### src/rtl/i2s_tdm_tx.sv
// Serial audio transmitter for I2S, left-justified, right-justified and DSP/TDM framing,
// fed through a one-frame holding buffer with underrun repeat of the previous frame.
module i2s_tdm_tx #(
    parameter int CHANNELS = 2,
    parameter int SAMPLE_W = 16,
    parameter int SLOT_W   = 16,
    parameter int PRESC_W  = 8
) (
    input  logic                         clk,
    input  logic                         reset_n,
    input  logic                         enable,
    input  logic [PRESC_W-1:0]           prescaler,
    input  logic [1:0]                   mode,
    input  logic                         s_valid,
    output logic                         s_ready,
    input  logic [CHANNELS*SAMPLE_W-1:0] s_data,
    output logic                         sclk,
    output logic                         lrclk,
    output logic                         sdata,
    output logic                         frame_start,
    output logic                         underrun
);
    localparam int FRAME_W    = CHANNELS * SAMPLE_W;
    localparam int FRAME_BITS = CHANNELS * SLOT_W;
    localparam int SLOT_CW    = $clog2(CHANNELS);
    localparam int POS_W      = (SLOT_W > 1) ? $clog2(SLOT_W) : 1;
    localparam logic [SLOT_CW-1:0] LAST_SLOT = SLOT_CW'(CHANNELS - 1);
    localparam logic [SLOT_CW-1:0] HALF_SLOT = SLOT_CW'(CHANNELS / 2);
    localparam logic [POS_W-1:0]   LAST_POS  = POS_W'(SLOT_W - 1);

    localparam logic [1:0] MODE_I2S = 2'd0;
    localparam logic [1:0] MODE_RJ  = 2'd2;
    localparam logic [1:0] MODE_DSP = 2'd3;

    typedef enum logic {IDLE, RUN} state_t;

    state_t                state;
    logic [FRAME_W-1:0]    buf_data;
    logic                  buf_full;
    logic [FRAME_W-1:0]    last_data;
    logic [FRAME_BITS-1:0] shift_data;
    logic [1:0]            mode_q;
    logic [PRESC_W-1:0]    presc_q;
    logic [PRESC_W-1:0]    half_cnt;
    logic [SLOT_CW-1:0]    slot_cnt;
    logic [POS_W-1:0]      pos_cnt;

    logic                  half_done;
    logic                  frame_end;
    logic                  start_frame;
    logic                  stop_frame;
    logic [SLOT_CW-1:0]    next_slot;
    logic [POS_W-1:0]      next_pos;
    logic [FRAME_W-1:0]    src_data;
    logic [SLOT_W-1:0]     slot_vec;
    logic [FRAME_BITS-1:0] frame_vec;

    assign s_ready = ~buf_full;

    always_comb begin
        half_done   = (half_cnt == presc_q);
        frame_end   = (state == RUN) && sclk && half_done &&
                      (slot_cnt == LAST_SLOT) && (pos_cnt == LAST_POS);
        start_frame = enable && ((state == IDLE) || frame_end);
        stop_frame  = !enable && frame_end;
        if (pos_cnt == LAST_POS) begin
            next_pos  = '0;
            next_slot = slot_cnt + SLOT_CW'(1);
        end else begin
            next_pos  = pos_cnt + POS_W'(1);
            next_slot = slot_cnt;
        end
    end

    // Lay the next frame out as one serial stream, MSB first, using the mode about to be latched.
    always_comb begin
        src_data  = buf_full ? buf_data : last_data;
        slot_vec  = '0;
        frame_vec = '0;
        for (int ch = 0; ch < CHANNELS; ch++) begin
            slot_vec = '0;
            slot_vec[SAMPLE_W-1:0] = src_data[ch*SAMPLE_W +: SAMPLE_W];
            if (mode != MODE_RJ) begin
                slot_vec = slot_vec << (SLOT_W - SAMPLE_W);
            end
            frame_vec[FRAME_BITS-1-ch*SLOT_W -: SLOT_W] = slot_vec;
        end
    end

    always_ff @(posedge clk or negedge reset_n) begin
        if (!reset_n) begin
            buf_data <= '0;
            buf_full <= 1'b0;
        end else if (s_valid && !buf_full) begin
            buf_data <= s_data;
            buf_full <= 1'b1;
        end else if (start_frame && buf_full) begin
            buf_full <= 1'b0;
        end
    end

    always_ff @(posedge clk or negedge reset_n) begin
        if (!reset_n) begin
            state       <= IDLE;
            sclk        <= 1'b0;
            lrclk       <= 1'b0;
            sdata       <= 1'b0;
            frame_start <= 1'b0;
            underrun    <= 1'b0;
            last_data   <= '0;
            shift_data  <= '0;
            mode_q      <= '0;
            presc_q     <= '0;
            half_cnt    <= '0;
            slot_cnt    <= '0;
            pos_cnt     <= '0;
        end else begin
            frame_start <= 1'b0;
            underrun    <= 1'b0;
            if (start_frame) begin
                state       <= RUN;
                mode_q      <= mode;
                presc_q     <= prescaler;
                half_cnt    <= '0;
                slot_cnt    <= '0;
                pos_cnt     <= '0;
                sclk        <= 1'b0;
                frame_start <= 1'b1;
                shift_data  <= frame_vec;
                lrclk       <= (mode == MODE_DSP);
                // After a full frame the shifter's MSB holds the old frame's final bit.
                if (mode == MODE_I2S) begin
                    sdata <= (state == RUN) ? shift_data[FRAME_BITS-1] : 1'b0;
                end else begin
                    sdata <= frame_vec[FRAME_BITS-1];
                end
                if (buf_full) begin
                    last_data <= buf_data;
                end else begin
                    underrun <= 1'b1;
                end
            end else if (stop_frame) begin
                state    <= IDLE;
                sclk     <= 1'b0;
                lrclk    <= 1'b0;
                sdata    <= 1'b0;
                half_cnt <= '0;
                slot_cnt <= '0;
                pos_cnt  <= '0;
            end else if (state == RUN) begin
                if (!half_done) begin
                    half_cnt <= half_cnt + PRESC_W'(1);
                end else begin
                    half_cnt <= '0;
                    if (!sclk) begin
                        sclk <= 1'b1;
                    end else begin
                        sclk       <= 1'b0;
                        slot_cnt   <= next_slot;
                        pos_cnt    <= next_pos;
                        shift_data <= shift_data << 1;
                        sdata      <= (mode_q == MODE_I2S) ? shift_data[FRAME_BITS-1]
                                                           : shift_data[FRAME_BITS-2];
                        lrclk      <= (mode_q == MODE_DSP) ? 1'b0 : (next_slot >= HALF_SLOT);
                    end
                end
            end
        end
    end
endmodule

### config.mk
export PLATFORM = sky130hd
export DESIGN_NAME = i2s_tdm_tx
export DESIGN_NICKNAME = d
export VERILOG_FILES = /design/src/rtl/i2s_tdm_tx.sv
export SDC_FILE = /design/constraint.sdc
export NUM_CORES = 1
export LEC_CHECK = 0
export CAP_MARGIN = 20
export CORE_MARGIN = 3
export CORE_UTILIZATION = 30
export DETAILED_ROUTE_END_ITERATION = 8
export GPL_TIMING_DRIVEN = 1
export PLACE_DENSITY_LB_ADDON = 0.05
export SLEW_MARGIN = 15
export SYNTH_ARGS = -nofsm -noshare
export SYNTH_HDL_FRONTEND = slang
export SYNTH_SLANG_ARGS = --single-unit
### constraint.sdc
create_clock -name clk -period 2.9 [get_ports clk]
set_input_delay 0.87 -clock clk [delete_from_list [all_inputs] [get_ports clk]]
set_output_delay 0.87 -clock clk [all_outputs]
set_load 0.01 [all_outputs]
---- Word level (Yosys, flattened, before mapping) ----
Cells that the tools add are included.
word-level totals
  input port bits ......................... 46
  register bits ........................... 126
  output and inout bits ................... 6
  word-level logic and storage cells ...... 98
cells by class
  reduce and logical (&&, ||, !) cells .... 24
  mux-type cells .......................... 48
  bitwise gates (word level) .............. 2
  $add $sub $neg .......................... 3
  order comparisons ....................... 1
  equal/unequal tests ..................... 5
operator list
  cell                                                       number
  two-way mux 32 bit                                         6
  two-way mux 1 bit                                          32
  two-way mux 8 bit                                          4
  two-way mux 4 bit                                          6
  nonzero test 2 bit                                         5
  nonzero test 3 bit                                         3
  adder 8 x 1 -> 8 bit (second input constant)               1
  equality test 8 bit                                        1
  logical AND 1 bit                                          8
  adder 4 x 1 -> 4 bit (second input constant)               1
  equality test 2 bit (second input constant)                2
  equality test 4 bit (second input constant)                1
  logical NOT 2 bit                                          2
  AND reduction 4 bit                                        1
  AND reduction 3 bit                                        1
  logical NOT 1 bit                                          2
  inequality test 2 bit (second input constant)              1
  inverter 1 bit                                             2
  AND reduction 2 bit                                        1
  adder 1 bit (second input constant)                        1
  greater-or-equal comparator 1 bit (second input constant)  1
  logical OR 1 bit                                           1

---- Longest topological paths before layout ----
  depth in word-level cells ............... 9
  mapped depth ............................ 9
  mapped depth without buffers ............ 7

---- Worst setup path before layout ----
Ideal clock, no wire load.
  kind .................................... input port to flip-flop
  from .................................... input port enable
  to ...................................... register shift_data[15]
  path buffers ............................ 3
  stages .................................. 7
  data required time ...................... 2.779 ns
  setup time .............................. 0.121 ns
  arrival ................................. 2.003 ns
  setup slack ............................. 0.776 ns
  path through ............................ nor2b_1 > buf_4 > a41oi_1 > buf_2 > buf_2 > a21oi_1 > a22o_1
on the way
  cells in the longest elaborated chain, start to end .. 4
  elaborated cells on any way between the ends .. 9
  classes of those cells .................. eq/ne (1); mux (1); reduce/logical (7)
ends and longest elaborated chain
  item                                    line  RTL
  start, declared                         11    input logic enable,
  logical NOT 1 bit                       65    stop_frame = !enable && frame_end;
  logical AND 1 bit                       65
  inequality test 2 bit (no source line)  -
  AND reduction 4 bit (no source line)    -
  end signal, assigned                    129   shift_data <= frame_vec;
  end signal, assigned                    161   shift_data <= shift_data << 1;
  end, declared                           41    logic [FRAME_BITS-1:0] shift_data;
Several ways; a longest one is shown, not always the timed one.
A chain may end at the register's enable or synchronous reset.

---- Final worst setup path ----
  from .................................... input port enable
  to ...................................... register presc_q[7]
on the way
  cells in the longest elaborated chain, start to end .. 1
ends and longest elaborated chain
  item                  line  RTL
  logical AND 1 bit     64    start_frame = enable && ((state == IDLE) || frame_end);
  end signal, assigned  123   presc_q <= prescaler;
  end, declared         43    logic [PRESC_W-1:0] presc_q;
No other way between the ends.

==> qor.yml <==
synth_top_family_by_area: "multiplexers"
numPortBuffers: 51
cpPeakStageDelay_ns: 0.59
antenna_cells: 0
hold_class: "in2async"
finalInstanceArea_mm2: 0.007121
layout-drive-gt1-share_pct: 26.16
worstPathRequired_ns: 3.20
synth_top_area_share_pct: 55.46
yosysTopAreaCell: "dfrtp_1"
clkTransAtPathRegs_ns: 0.06
grt_pass1_vias: 3751
drv_cap: 0
pre_cts_ws_ns: 0.04227
syn-cell-area_mm2: 0.005685
ioPinCount: 52
hold_violations: 0
pwr-share-comb_pct: 19.4
std_cell_rows: 49
ant_nets: 0
cellPowerDensity_mw_per_mm2: 811.9
netSwitchingFraction_pct: 28.25
synth_fa_ha_area_share_pct: 0.4401
syn2layout_area_growth_pct: 25.24
clock_path_buffers: 2
clock.fmax_ghz: 0.4125
placed_cell_area_mm2: 0.006524
synthSimpleGateAreaFrac_pct: 5.832
cp-start-kind: "input pin"
netlist_top_cells_area: "dfrtp_1 (55%), mux2_2 (13%), mux2i_1 (5.8%)"
finalMaxSlewViolations: 0
max_slew.worst_pin.slew_ns: 0.6354
yosysMostFrequentCell: "dfrtp_1"
fin_nets: 551
ys.flop_type: "dfrtp_1"
dpl.hpwl_mm: 7.879
grt_pass1_wl_mm: 20.16
p_sw_mw: 1.633
die_w_um: 143.7
drt_wl_total_mm: 12.17
synthXorXnorAreaFrac_pct: 2.465
status: "complete, no violations"
grt_max_degree: 40
cp_max_fo: 11
die_h_um: 143.7
route.detailed.drc: 0
fin_skew_ns: 0.009315
die_area_mm2: 0.02064
top_layer_used: "met4"
p_leak_nw: 3.356
dp_cells: 713
wl_per_cell_um: 16.33
worstSkewPairLatency_ns: 0.42
syn_inst: 443
cts_root_buffer: "clkbuf_16"
cp_data_arrival_time_ns: 2.72
drt-pass1-iter-count: 4
sequentialPowerShare_pct: 43.4
syn-num-nets: 491
final.period_utilization_pct: 83.60
place_congestion: 0.8199
stdcell_count: 745
cts_tree: "done"
cts-resized-gates: 0
worst-path-buf-inv: 2
synth_edf_count: 0
synth.mux.area_fraction_pct: 21.06
rsz0062_at_grt: "no"
p_total_mw: 5.781
numCtsBuffers: 17
postCtsSetupBuffers: 0
yosys.cell_types.count: 45
syn_avg_cell_area_um2: 12.83
yosys_warnings: 0
setup_viol: 0
worst_slack_ns: 0.4757
synth-seq-cells: 126
grt_overflow: 0
cpLargestDelayFamily: "buffers and inverters"
slew_headroom_pct: 57.64
routed-wl-met3_um: 476
vdd_drop_max_mv: 0.3476
htree_levels: 4
synth-compound-area-share_pct: 11.44
synth_common_cells: "dfrtp_1 (126), mux2_2 (65), a21oi_1 (35)"
critPathKind: "in2reg"
core_area_mm2: 0.01827
wl_met2_mm: 5.616
path_cells: "clkdlybuf4s50_1 -> and3_1 -> and4_1 -> nor2_2 -> inv_2 -> mux2_2"
ys_seq_area_share_pct: 55.46
fin_setup_tns_ns: 0
n_fill_cell: 1765
slowest_stage: "clkdlybuf4s50_1"
utilization_pct: 38.97
initial_core_util_pct: 31.12
post-route-min-period_ns: 2.424
hold_buffers: 0
clkPwrFrac_pct: 37.2
grt_usage_pct: 12.65
vias: 3654
p_int_mw: 4.148
holdWs_ns: 0.4261
viasPerCell: 4.905
crit_path_end_kind: "flip-flop"
antenna_found_initial: 0
drt-initial-drc-count: 148
met1Wirelength_mm: 5.895
async_reset_ff_share_pct: 100.0
cts_sinks: 126
-- worst paths after layout --
kind,from,end,slack (ns),cells past startpoint
setup reg to reg,pos_cnt[0]$_DFFE_PN0P_,last_data[16]$_DFFE_PN0N_,0.60,7
max in group asynchronous,reset_n,last_data[2]$_DFFE_PN0N_,1.75,2
hold / removal,reset_n,presc_q[4]$_DFFE_PN0N_,0.43,1
min in group clk,last_data[30]$_DFFE_PN0N_,last_data[30]$_DFFE_PN0N_,0.50,1
hold reg to reg,last_data[30]$_DFFE_PN0N_,last_data[30]$_DFFE_PN0N_,0.50,1
setup / recovery,enable,presc_q[7]$_DFFE_PN0N_,0.48,6
-- area by class of cell --
class                   instances  area (um2)  area share (%)
inverters                       6       22.52          0.3163
clock buffers                  17       425.4           5.974
well taps                     229       286.5           4.024
clock inverters                15       171.4           2.407
repair buffers                 70       700.7           9.840
flip-flops and latches        126        3154           44.30
multi-input cells             282        2360           33.14
-- cell usage in the layout, fill, tap and decap left out, types with 2 or more instances in the layout --
cell,synthesis,layout
o31ai_1,2,2
nand4_1,6,6
mux2_2,65,65
mux2_4,9,9
o21a_1,2,2
buf_4,1,16
clkinv_4,0,2
o21ai_0,11,11
nand3_1,6,6
clkinvlp_4,0,4
a221o_1,24,24
bufinv_16,0,3
inv_1,5,5
and3_1,4,4
clkinv_2,0,5
buf_12,1,4
xnor2_1,3,3
clkdlybuf4s50_1,0,50
a22o_1,6,6
a21oi_1,35,35
nor2b_1,3,2
nor2_1,27,27
nor3_1,4,4
clkbuf_16,0,17
mux2i_1,33,33
ha_1,2,2
nand2_1,9,9
dfrtp_1,126,125
a21o_1,2,2
xor2_1,13,13
-- sequential cells by signal (all words and copies together), names as in the netlist --
signal / flops
buf_data: 32
frame_start: 1
lrclk: 1
half_cnt: 8
presc_q: 8
mode_q: 2
pos_cnt: 4
buf_full: 1
last_data: 32
state: 1
sdata: 1
sclk: 1
shift_data: 32
underrun: 1
slot_cnt: 1
-- power groups by stage --
stage / Combinational [mW] / Clock, mW / Sequential [mW]
6_report: 1.12 / 2.15 / 2.51
5_1_grt: 1.26 / 2.29 / 2.58
4_1_cts: 1.15 / 2.22 / 2.52
3_5_place_dp: 1.14 / 0 / 2.55
3_3_place_gp: 1.13 / 0 / 2.54
2_1_floorplan: 0.787 / 0 / 2.43
-- kinds of logic after synthesis --
family	after synthesis
XOR/XNOR	16
multiplexers	107
adder cells (fa/ha/maj)	2
flip-flops	126
AO/OA/AOI/OAI	92
AND/OR/NAND/NOR	65
buffers and inverters	35
-- layer usage --
| layer | up-vias | GRT usage [%] |
|---|---|---|
| met5 | - | 0 |
| met4 | 0 | 4.460 |
| met3 | 13 | 4.093 |
| met2 | 55 | 19.54 |
| met1 | 1833 | 16.76 |
| li1 | 1753 | - |
(Power assumes the default switching activity.)
